**src/rtl/b10_counter_if.sv**
```systemverilog
// Bundles the control, load and status signals of the BCD counter.
//   en    - count enable (master -> slave)
//   load  - parallel load request (master -> slave)
//   d     - BCD load value, digit i at d[4i+3:4i] (master -> slave)
//   q     - current BCD count (slave -> master)
//   tc    - terminal count, all digits 9 (slave -> master)
//   cout  - registered wrap pulse (slave -> master)
//   err   - sticky illegal-load flag (slave -> master)
interface b10_counter_if #(
    parameter int unsigned N = 4
);
    localparam int unsigned W = 4 * N;

    logic         en;
    logic         load;
    logic [W-1:0] d;
    logic [W-1:0] q;
    logic         tc;
    logic         cout;
    logic         err;

    modport master (
        output en,
        output load,
        output d,
        input  q,
        input  tc,
        input  cout,
        input  err
    );

    modport slave (
        input  en,
        input  load,
        input  d,
        output q,
        output tc,
        output cout,
        output err
    );
endinterface

```
**src/rtl/b10_counter.sv**
```systemverilog
// N-digit synchronous BCD up-counter with parallel load.
//   clock - rising-edge clock
//   reset - synchronous active-high reset
//   bus   - b10_counter_if slave: en, load, d in; q, tc, cout, err out
// The register feeds a ripple chain of base-10 half adders whose sums are
// written back as the next count; the top carry becomes the cout pulse.

// Single BCD digit plus a one-bit carry-in.
//   a_i    - digit 0..9
//   cin_i  - carry in
//   sum_o  - (a_i + cin_i) mod 10
//   cout_o - 1 when the digit wraps 9 -> 0
module b10_halfadder (
    input  logic [3:0] a_i,
    input  logic       cin_i,
    output logic [3:0] sum_o,
    output logic       cout_o
);
    logic wrap_c;

    always_comb begin
        wrap_c = (a_i == 4'd9) && cin_i;
        cout_o = wrap_c;
        sum_o  = wrap_c ? 4'd0 : 4'(a_i + 4'(cin_i));
    end
endmodule

module b10_counter #(
    parameter int unsigned N = 4
) (
    input  logic         clock,
    input  logic         reset,
    b10_counter_if.slave bus
);
    localparam int unsigned W = 4 * N;

    logic [W-1:0] q_q;
    logic [W-1:0] q_d;
    logic         cout_q;
    logic         err_q;
    logic [N:0]   carry;
    logic         load_legal_c;
    logic         tc_c;

    // Increment chain: en is the carry into digit 0, so en=0 yields q unchanged.
    assign carry[0] = bus.en;

    for (genvar i = 0; i < int'(N); i++) begin : g_digit
        b10_halfadder u_ha (
            .a_i    (q_q[4*i +: 4]),
            .cin_i  (carry[i]),
            .sum_o  (q_d[4*i +: 4]),
            .cout_o (carry[i+1])
        );
    end

    // Load legality check on d and terminal-count decode on q.
    always_comb begin
        load_legal_c = 1'b1;
        tc_c         = 1'b1;
        for (int i = 0; i < int'(N); i++) begin
            if (bus.d[4*i +: 4] > 4'd9) begin
                load_legal_c = 1'b0;
            end
            if (q_q[4*i +: 4] != 4'd9) begin
                tc_c = 1'b0;
            end
        end
    end

    // State update, priority reset > load > count/hold.
    always_ff @(posedge clock) begin
        if (reset) begin
            q_q    <= '0;
            cout_q <= 1'b0;
            err_q  <= 1'b0;
        end else if (bus.load) begin
            cout_q <= 1'b0;
            if (load_legal_c) begin
                q_q   <= bus.d;
                err_q <= 1'b0;
            end else begin
                err_q <= 1'b1;
            end
        end else begin
            q_q    <= q_d;
            cout_q <= carry[N];
        end
    end

    assign bus.q    = q_q;
    assign bus.tc   = tc_c;
    assign bus.cout = cout_q;
    assign bus.err  = err_q;
endmodule

```
**src/flat_wrapper.sv**
```systemverilog
// flat-port wrapper written by rule: the top's interface ports become plain ports
module b10_counter_flat 
#(
    parameter int unsigned N = 4
)
  (clock, reset, bus_en, bus_load, bus_d, bus_q, bus_tc, bus_cout, bus_err);
  b10_counter_if #(.N(N)) bus_i ();
  input  logic clock;
  input  logic reset;
  input wire logic [$bits(bus_i.en)-1:0] bus_en;
  input wire logic [$bits(bus_i.load)-1:0] bus_load;
  input wire logic [$bits(bus_i.d)-1:0] bus_d;
  output wire logic [$bits(bus_i.q)-1:0] bus_q;
  output wire logic [$bits(bus_i.tc)-1:0] bus_tc;
  output wire logic [$bits(bus_i.cout)-1:0] bus_cout;
  output wire logic [$bits(bus_i.err)-1:0] bus_err;
  assign bus_i.en = bus_en;
  assign bus_i.load = bus_load;
  assign bus_i.d = bus_d;
  assign bus_q = bus_i.q;
  assign bus_tc = bus_i.tc;
  assign bus_cout = bus_i.cout;
  assign bus_err = bus_i.err;
  b10_counter #(.N(N)) u_core (.clock(clock), .reset(reset), .bus(bus_i));
endmodule
```
**config.mk**
```make
export PLATFORM = sky130hd
export DESIGN_NAME = b10_counter_flat
export DESIGN_NICKNAME = d
export VERILOG_FILES = /design/src/rtl/b10_counter_if.sv /design/src/rtl/b10_counter.sv /design/src/flat_wrapper.sv
export SDC_FILE = /design/constraint.sdc
export NUM_CORES = 1
export LEC_CHECK = 0
export ABC_CLOCK_PERIOD_IN_PS = 2400
export BUFFER_PORTS_ARGS = -buffer_cell sky130_fd_sc_hd__buf_2
export CORE_MARGIN = 5
export CORE_UTILIZATION = 50
export DETAILED_ROUTE_END_ITERATION = 8
export PLACE_DENSITY_LB_ADDON = 0.1
export REMOVE_ABC_BUFFERS = 1
export SYNTH_ARGS = -nofsm -noshare
export SYNTH_HDL_FRONTEND = slang
export SYNTH_SLANG_ARGS = --single-unit
```
**constraint.sdc**
```tcl
create_clock -name clock -period 2.4 [get_ports clock]
set_input_delay 0.12 -clock clock [delete_from_list [all_inputs] [get_ports clock]]
set_output_delay 0.12 -clock clock [all_outputs]
set_load 0.05 [all_outputs]
```
==> impl_metrics.yaml, run 1 <==
synth:
  synth_cell_types: 36
  synth_seq_area_share_pct: 29.66
  yosysWarnings: 0
  syn_inst: 128
  synth_common_cells: "18 x dfxtp_1, 10 x a211oi_1, 10 x a21oi_1, 10 x inv_1, 10 x mux2i_1"
  synth-main-ff-cell: "dfxtp_1"
  postSynthAreaPerCell_um2: 9.492
  synth_top_area_share_pct: 29.66
  synth_area_leaders: "dfxtp_1 30%, ha_1 8.2%, mux2i_1 8.2%, a211oi_1 6.2%, a221oi_2 4.9%"
  async_flop_share_pct: 0
  synthMostInstantiatedCell: "dfxtp_1"
  ys_ff_latch: 18
  synth_edf_count: 0
  syn_area_um2: 1215
  yosysTopAreaCell: "dfxtp_1"
clock_network:
  clk_pin_slew_ns: 0.10
  ctsResizeCount: 0
  insertion_delay_ns: 0.29
  cts_buffers: 3
  post_cts_buffers: 0
  clockBufferDepth: 2
  cts_tree: "done"
  cts_root_buf: "clkbuf_4"
  clock_sinks: 18
  postCtsHoldBufs: 0
  cts.htree.levels: 1
finish:
  area_delta_synth_final_pct: 17.40
  antenna_cells: 0
  ff_latch_area_um2: 360.3
  multi_input_area_um2: 762.0
  layout.nets: 193
  fill_cells: 228
  drive_above_1_share_pct: 35.58
die:
  fp.dieW_um: 59.30
  row_count: 17
  core_um2: 2276
  start_util_pct: 53.38
  die_h_um: 59.30
  die_area_um2: 3516
  io_pins: 39
global_routing:
  grt_pass1_vias: 1116
  grt_max_degree: 32
  grt_pass1_wl_mm: 4.954
  grt_usage_pct: 18.42
  grt-ovfl-total: 0
  grt_antenna_before_repair: 0
place:
  gp_congestion: 0.7727
  dp.final_hpwl_mm: 2.321
  io_buffers: 38
timing:
  worst_pin_slew_ns: 0.5438
  tns_ns: 0
  rsz0062_at_grt: "no"
  finalHoldViolCount: 0
  period_minus_slack_ns: 2.003
  finalSetupViolations: 0
  max-slew-margin-rel_pct: 63.75
  fin_crit_sh_pct: 83.47
  skew_ns: 0.002511
  drv_slew: 0
  clock.fmax_mhz: 499.2
  hold_ws_ns: 0.1538
route:
  firstDrtPassIters: 4
  wl_per_cell_um: 15.51
  drc_errors: 0
  vias: 1121
  ant_nets: 0
  wl_mm: 2.962
  viasPerCell: 5.869
  drt_iter0_markers: 39
min_path:
  holdCritPathClass: "input port to flop"
worst_setup_path:
  r2r_setup_slack_ns: 0.40
  rr_startpoint: "u_core.bus.q[10]"
  worstPathArrival_ns: 2.21
  cp-endpoint: "u_core.bus.q[15]"
  cp-startpoint: "u_core.bus.q[10]"
  cp.required_ns: 2.60
  reg2regPathDepth: 8
  reg2reg_to: "u_core.bus.q[15]"
  cp_max_fo: 10
  endpoint_kind: "flop"
  path_class: "flop to flop"
  startpoint_type: "flop"
job:
  drv_cap: 0
pwr:
  power_density_nw_per_um2: 501.1
  leakage_uw: 0.0006983
  max-vdd-ir-drop_uv: 316.4
run_status:
  status: "complete, no violations"
-- sequential cells by signal (all words and copies together) (netlist names) --
signal,cells
u_core.bus.cout,1
u_core.bus.q,16
u_core.bus.err,1
-- critical path, stage by stage (launching register included) --
cell and delay (ns):
dfxtp_1 0.37, and4bb_1 0.36, nand4_4 0.23, inv_2 0.09, ha_1 0.16, nand3_1 0.10
xnor2_1 0.21, o211ai_2 0.12, a221oi_1 0.28
-- layer usage --
layer | track usage (%) | routed length [µm] | vias up
met3 | 4.139 | 192 | 8
met4 | 8.091 | 62 | 0
li1 | - | - | 562
met2 | 29.95 | 1429 | 31
met5 | 0 | 0 | -
met1 | 23.01 | 1278 | 520
-- logic make-up after synthesis --
| family | share of synthesized area (%) |
|---|---|
| DFF | 29.66 |
| xor gates and xnor gates | 4.325 |
| and+or+nand+nor | 17.10 |
| adders and majority gates | 8.239 |
| buffers and inverters | 7.621 |
| AOI/OAI and AO/OA | 24.82 |
| muxes | 8.239 |
-- layout by cell type, fill, tap and decap left out, drive strengths merged --
cell / count
a211oi: 10
a21oi: 10
a221oi: 6
and2: 1
and4b: 1
and4bb: 3
buf: 40
clkbuf: 3
dfxtp: 18
ha: 8
inv: 11
mux2i: 10
nand2: 3
nand3: 8
nand3b: 1
nand4: 2
nor2: 2
nor3: 3
nor4: 1
o211ai: 4
o21ai: 9
o22a: 1
or3: 1
or4: 1
xnor2: 4
xor2: 2
-- area by class of cell --
| class | count | area share [%] |
|---|---|---|
| clock buffers | 3 | 1.579 |
| inverters | 11 | 2.895 |
| multi-input cells | 91 | 53.42 |
| flip-flops and latches | 18 | 25.26 |
| well taps | 28 | 2.456 |
| repair buffers | 40 | 14.39 |
-- power by group --
group	total [µW]	switching [µW]	internal [µW]
clock network	153	94.8	58.4
registers	343	24.1	319
logic	218	146	72.6
-- metrics by stage --
step	cells	total power [µW]	utilization [%]	cell area (µm²)	setup WS (ns)
after detailed placement	188	570.0	61.68	1404	0.4401
after global routing	191	754.4	62.67	1426	0.2126
after floorplan	120	495.5	-	1164	-0.1559
after global placement	188	564.0	61.68	1404	0.5420
after CTS	191	722.5	62.67	1426	0.3844
final	191	714.7	62.67	1426	0.3968
-- worst min path at each step --
stage               startpoint          endpoint  slack (ns)  depth (start not counted)
floorplan                reset  u_core.bus.q[12]        0.19                          1
global placement      bus_d[8]   u_core.bus.q[8]        0.46                          3
detailed placement    bus_d[0]   u_core.bus.q[0]        0.47                          3
CTS                   bus_d[0]   u_core.bus.q[0]        0.15                          3
global route          bus_d[0]   u_core.bus.q[0]        0.14                          3
finish                bus_d[0]   u_core.bus.q[0]        0.15                          3
Note: power is estimated with default switching activity, not from simulation.
==> run 2, diff against run 1 <==
--- a/config.mk
+++ b/config.mk
@@ -5,10 +5,11 @@
 export SDC_FILE = /design/constraint.sdc
 export NUM_CORES = 1
 export LEC_CHECK = 0
-export ABC_CLOCK_PERIOD_IN_PS = 2400
+export ABC_CLOCK_PERIOD_IN_PS = 1800
 export BUFFER_PORTS_ARGS = -buffer_cell sky130_fd_sc_hd__buf_2
+export CORE_ASPECT_RATIO = 0.5
 export CORE_MARGIN = 5
-export CORE_UTILIZATION = 50
+export CORE_UTILIZATION = 45
 export DETAILED_ROUTE_END_ITERATION = 8
 export PLACE_DENSITY_LB_ADDON = 0.1
 export REMOVE_ABC_BUFFERS = 1
==> constraint.sdc (replaced) <==
create_clock -name clock -period 1.8 [get_ports clock]
set_input_delay 0.09 -clock clock [delete_from_list [all_inputs] [get_ports clock]]
set_output_delay 0.09 -clock clock [all_outputs]
set_load 0.05 [all_outputs]
==> run 2 against run 1 <==
Compared with the run above:
- power grew 49%
- design area up 18%
- routed wire length is 5.6% higher
- global-route usage down 2.6 points
- sequential power increased by 31%
- sequential cell count stayed put
- clock skew decreased by 0.0011 ns
- sequential share of layout area shrank 3.4 points
- largest power group unchanged
- worst hold slack got worse by 0.015 ns
- highest routed layer unchanged
- first-iteration DRC count rose by 90%
- worst setup slack got worse by 0.36 ns
==> impl_metrics.yaml, run 2 (same netlist as run 1, synthesis figures left out) <==
run_status:
  status: "complete, no violations"
timing:
  drv_slew: 0
  finalSetupViolations: 0
  fin_ws_ns: 0.03814
  clock.fmax_mhz: 567.6
  max-slew-margin-rel_pct: 71.47
  fin_crit_sh_pct: 97.88
  finalHoldViolCount: 0
  rsz0062_at_grt: "yes"
  tns_ns: 0
  skew_ns: 0.001377
  period_minus_slack_ns: 1.762
  worst_pin_slew_ns: 0.4280
clock_network:
  clockBufferDepth: 2
  postCtsHoldBufs: 0
  cts_buffers: 3
  cts.htree.levels: 1
  clock_sinks: 18
  clk_pin_slew_ns: 0.07
  cts_tree: "done"
  insertion_delay_ns: 0.25
  cts_root_buf: "clkbuf_8"
finish:
  stdcell_count: 217
  area_delta_synth_final_pct: 38.31
  drive_above_1_share_pct: 50.56
  layout.nets: 210
  final_common_cell: "buf_2"
  layout_common_cells: "37 x buf_2, 19 x buf_4, 13 x dfxtp_1"
  fin_area_um2: 1680
  fill_cells: 224
  antenna_cells: 0
  largest_reg_flops: 16
route:
  drt_iter0_markers: 74
  vias: 1161
  top_layer: "met4"
  drc_errors: 0
  wl_met3_um: 172
  met2WireLength_mm: 1.420
  wl_mm: 3.128
  viasPerCell: 5.350
  firstDrtPassIters: 4
  wl_per_cell_um: 14.41
  ant_nets: 0
  wl_met1_mm: 1.527
global_routing:
  grt_usage_pct: 15.80
  grt_max_degree: 24
  grt_pass1_vias: 1069
  grt_antenna_before_repair: 0
  grt_pass1_wl_mm: 4.864
  grt-ovfl-total: 0
die:
  io_pins: 39
  row_count: 13
  die_area_um2: 3902
  core_um2: 2586
  start_util_pct: 46.98
  die_h_um: 46.74
  fp.dieW_um: 83.48
pwr:
  power.share.sequential_pct: 42.2
  p_clk_share_pct: 25.8
  max-vdd-ir-drop_uv: 363.7
  leakage_uw: 0.0007849
  power_frac_comb_pct: 32.0
  internal_power_uw: 701.2
  total_power_uw: 1066
  power_density_nw_per_um2: 634.4
  power_switching_uw: 364.8
  swShare_pct: 34.22
worst_setup_path:
  endpoint_kind: "flop"
  startpoint_type: "flop"
  cp_max_fo: 4
  path_class: "flop to flop"
  worstPathArrival_ns: 1.91
  reg2regPathDepth: 8
  cp.required_ns: 1.95
place:
  dpl_worst_slack_ns: 0.01450
  place_inst: 212
  postPlaceCellArea_um2: 1528
  gp_congestion: 0.7741
  io_buffers: 38
  dp.final_hpwl_mm: 2.376
min_path:
  holdCritPathClass: "input port to flop"
  whs_path_depth: 2
job:
  drv_cap: 0
-- run 2: worst paths after layout --
kind | from | to | slack (ns)
setup / recovery | u_core.bus.q[1] | u_core.bus.q[15] | 0.04
hold / removal | bus_load | u_core.bus.cout | 0.14
setup reg to reg | u_core.bus.q[1] | u_core.bus.q[15] | 0.04
hold reg to reg | u_core.bus.err | u_core.bus.err | 0.49
-- run 2: power groups by stage --
stage / clock network [µW] / logic, µW / registers (µW)
after CTS: 289 / 334 / 444
after global placement: 0 / 330 / 452
after global routing: 314 / 368 / 452
after floorplan: 0 / 106 / 555
final: 275 / 341 / 450
after detailed placement: 0 / 332 / 453
-- run 2: worst max-delay path, stage by stage, from the launching register on --
cell and delay [ns]:
dfxtp_2 0.32, and4bb_4 0.37, nand4_4 0.10, inv_2 0.08
ha_4 0.14, nand3_4 0.08, xnor2_2 0.17, o211ai_2 0.12
a221oi_2 0.30
-- run 2: area by class of cell --
class	instances	area (µm²)	share of cell area, %
Timing Repair Buffer	57	339.1	20.18
Inverter	11	41.29	2.457
Clock buffer	3	41.29	2.457
Tap cell	37	46.29	2.755
Sequential cell	18	366.6	21.82
Multi-Input combinational cell	91	845.8	50.34
-- run 2: metrics by stage --
step / hold slack (ns) / utilization [%]
2_1_floorplan: 0.1562 / -
3_3_place_gp: 0.4103 / 59.07
3_5_place_dp: 0.3977 / 59.07
4_1_cts: 0.1373 / 60.96
5_1_grt: 0.1357 / 64.97
6_report: 0.1384 / 64.97
-- run 2: per-layer routing --
layer	track usage [%]	vias up
met5	0	-
met4	2.244	0
met3	5.779	2
met2	26.43	21
met1	20.69	548
li1	-	590
-- run 2: timing repair --
action                     in CTS  in global routing
setup endpoints to repair       1                  5
resized for setup               2                 21
gates cloned                    0                  0
pin swaps                       0                  9
hold endpoints to repair        0                  0
buffers inserted                0                  2
==> run 3, diff against run 2 <==
--- a/config.mk
+++ b/config.mk
@@ -5,11 +5,10 @@
 export SDC_FILE = /design/constraint.sdc
 export NUM_CORES = 1
 export LEC_CHECK = 0
-export ABC_CLOCK_PERIOD_IN_PS = 1800
+export ABC_CLOCK_PERIOD_IN_PS = 1770
 export BUFFER_PORTS_ARGS = -buffer_cell sky130_fd_sc_hd__buf_2
-export CORE_ASPECT_RATIO = 0.5
 export CORE_MARGIN = 5
-export CORE_UTILIZATION = 45
+export CORE_UTILIZATION = 50
 export DETAILED_ROUTE_END_ITERATION = 8
 export PLACE_DENSITY_LB_ADDON = 0.1
 export REMOVE_ABC_BUFFERS = 1
==> constraint.sdc (replaced) <==
create_clock -name clock -period 1.77 [get_ports clock]
set_input_delay 0.0885 -clock clock [delete_from_list [all_inputs] [get_ports clock]]
set_output_delay 0.0885 -clock clock [all_outputs]
set_load 0.05 [all_outputs]
==> run 3 against run 2 <==
Compared with the run above:
- die area down 9.9%
- via count is 6.5% higher
- register-to-register slack is essentially flat
- global-route usage grew 4.2 points
- routed wire length grew 11%
- sequential share of layout area increased by 0.29 points
- critical path depth shrank 4
- design area up 0.37%
- clock power is 3% lower
==> impl_metrics.yaml, run 3 (same netlist as run 1, synthesis figures left out) <==
die:
  io_pins: 39
  fp.dieW_um: 59.30
  start_util_pct: 53.38
  die_area_um2: 3516
  core_um2: 2276
  die_h_um: 59.30
  row_count: 17
worst_setup_path:
  cpMaxStageDelayCell: "or4_4"
  cp_max_fo: 2
  reg2reg_to: "u_core.bus.q[15]"
  worstPathArrival_ns: 1.67
  cp_slowest_stage_delay_ns: 0.56
  r2r_setup_slack_ns: 0.03
  rr_startpoint: "u_core.bus.q[5]"
  path_cells: "inv_2 -> or4_4 -> nor3_4 -> buf_6"
  startpoint_type: "flop"
  reg2regPathDepth: 8
  cp-endpoint: "bus_tc"
  cp.required_ns: 1.68
  endpoint_kind: "output pin"
  path_class: "flop to output pin"
  cp-startpoint: "u_core.bus.q[15]"
pwr:
  internal_power_uw: 690.2
  swShare_pct: 36.20
  power_switching_uw: 391.7
  total_power_uw: 1082
  leakage_uw: 0.0008087
  power.share.sequential_pct: 41.9
  power_density_nw_per_um2: 641.5
  p_clk_share_pct: 24.6
  power_frac_comb_pct: 33.4
  max-vdd-ir-drop_uv: 525.6
route:
  viasPerCell: 5.914
  wl_mm: 3.478
  firstDrtPassIters: 4
  ant_nets: 0
  wl_per_cell_um: 16.64
  drc_errors: 0
  vias: 1236
  drt_iter0_markers: 52
global_routing:
  use_met3_pct: 4.139
  grtUsageMet2_pct: 33.23
  grt_max_degree: 19
  grt_antenna_before_repair: 0
  grt-ovfl-total: 0
  grt_pass1_wl_mm: 5.319
  grt_usage_pct: 20.00
  busiest_layer: "met2"
  grt_pass1_vias: 1183
  met1_usage_pct: 25.03
timing:
  max-slew-margin-rel_pct: 72.67
  worst_pin_slew_ns: 0.4100
  fin_ws_ns: 0.006848
  drv_slew: 0
  fin_crit_sh_pct: 99.61
  clock.fmax_mhz: 567.2
  rsz0062_at_grt: "yes"
  period_minus_slack_ns: 1.763
  finalSetupViolations: 0
  skew_ns: 0.001379
  finalHoldViolCount: 0
finish:
  stdcell_count: 209
  fill_cells: 176
  area_delta_synth_final_pct: 38.83
  layout.nets: 210
  antenna_cells: 0
  largest_reg_flops: 16
  layout_common_cells: "37 x buf_2, 19 x buf_4, 12 x dfxtp_1"
  drive_above_1_share_pct: 54.14
  final_common_cell: "buf_2"
clock_network:
  clockBufferDepth: 2
  clk_pin_slew_ns: 0.11
  cts.htree.levels: 1
  insertion_delay_ns: 0.30
  cts_root_buf: "clkbuf_4"
  cts_buffers: 3
  clock_sinks: 18
  postCtsHoldBufs: 0
  cts_tree: "done"
place:
  place_inst: 203
  dp.final_hpwl_mm: 2.507
  gp_congestion: 0.8058
  dpl_worst_slack_ns: 0.01908
  io_buffers: 38
min_path:
  holdCritPathClass: "input port to flop"
run_status:
  status: "complete, no violations"
job:
  drv_cap: 0
-- run 3: changes by cell type in the layout (fill, tap and decap cells not counted), sizes merged --
| cell | change |
|---|---|
| clkbuf | +1 |
-- run 3: metal layers --
metal	routed length, µm	share of wire [%]	up-vias
li1	-	-	592
met3	207	6.0	6
met2	1728	50	48
met4	51	1.5	0
met1	1491	43	590
met5	0	0	-
-- run 3: power groups by stage --
| stage | sequential (µW) | combinational, µW | clock [µW] |
|---|---|---|---|
| 5_1_grt | 457 | 386 | 292 |
| 2_1_floorplan | 564 | 108 | 0 |
| 3_3_place_gp | 459 | 332 | 0 |
| 3_5_place_dp | 461 | 340 | 0 |
| 6_report | 454 | 362 | 267 |
| 4_1_cts | 452 | 342 | 274 |
-- run 3: critical path: cells and delay by family (launching register included) --
family / cells / cell delay, ns
flops: 1 / 0.37
buf+inv: 2 / 0.22
simple gates: 2 / 0.78
-- run 3: cell type report --
type                       instances  area, µm²  area share, %
clock buffer                       4      36.28          2.151
inverter                          11      41.29          2.448
multi-input combinational         91      862.1          51.11
sequential                        18      372.9          22.11
tap                               28      35.03          2.077
timing repair buffer              57      339.1          20.10
-- run 3: repair_timing --
item                       CTS  global route
setup endpoints to repair    2             6
gates cloned                 0             0
resized for setup            5            26
setup buffers                0             2
pin swaps                    0            13
-- run 3: worst min path at each step --
stage | from | end | slack [ns] | cells past startpoint
detailed placement | bus_d[0] | u_core.bus.q[0] | 0.44 | 3
global route | bus_d[5] | u_core.bus.q[5] | 0.11 | 3
global placement | bus_d[8] | u_core.bus.q[8] | 0.43 | 3
floorplan | reset | u_core.bus.q[12] | 0.15 | 1
finish | bus_d[4] | u_core.bus.q[4] | 0.11 | 3
CTS | bus_d[4] | u_core.bus.q[4] | 0.10 | 3
-- run 3: per-stage QoR --
| stage | cell area, µm² | hold WS [ns] | utilization (%) | setup TNS (ns) |
|---|---|---|---|---|
| 3_3_place_gp | 1516 | 0.4279 | 66.63 | 0 |
| 3_5_place_dp | 1516 | 0.4389 | 66.63 | 0 |
| 5_1_grt | 1687 | 0.1106 | 74.11 | -0.2196 |
| 6_report | 1687 | 0.1063 | 74.11 | 0 |
| 2_1_floorplan | 1164 | 0.1547 | - | -2.993 |
| 4_1_cts | 1567 | 0.1017 | 68.83 | 0 |
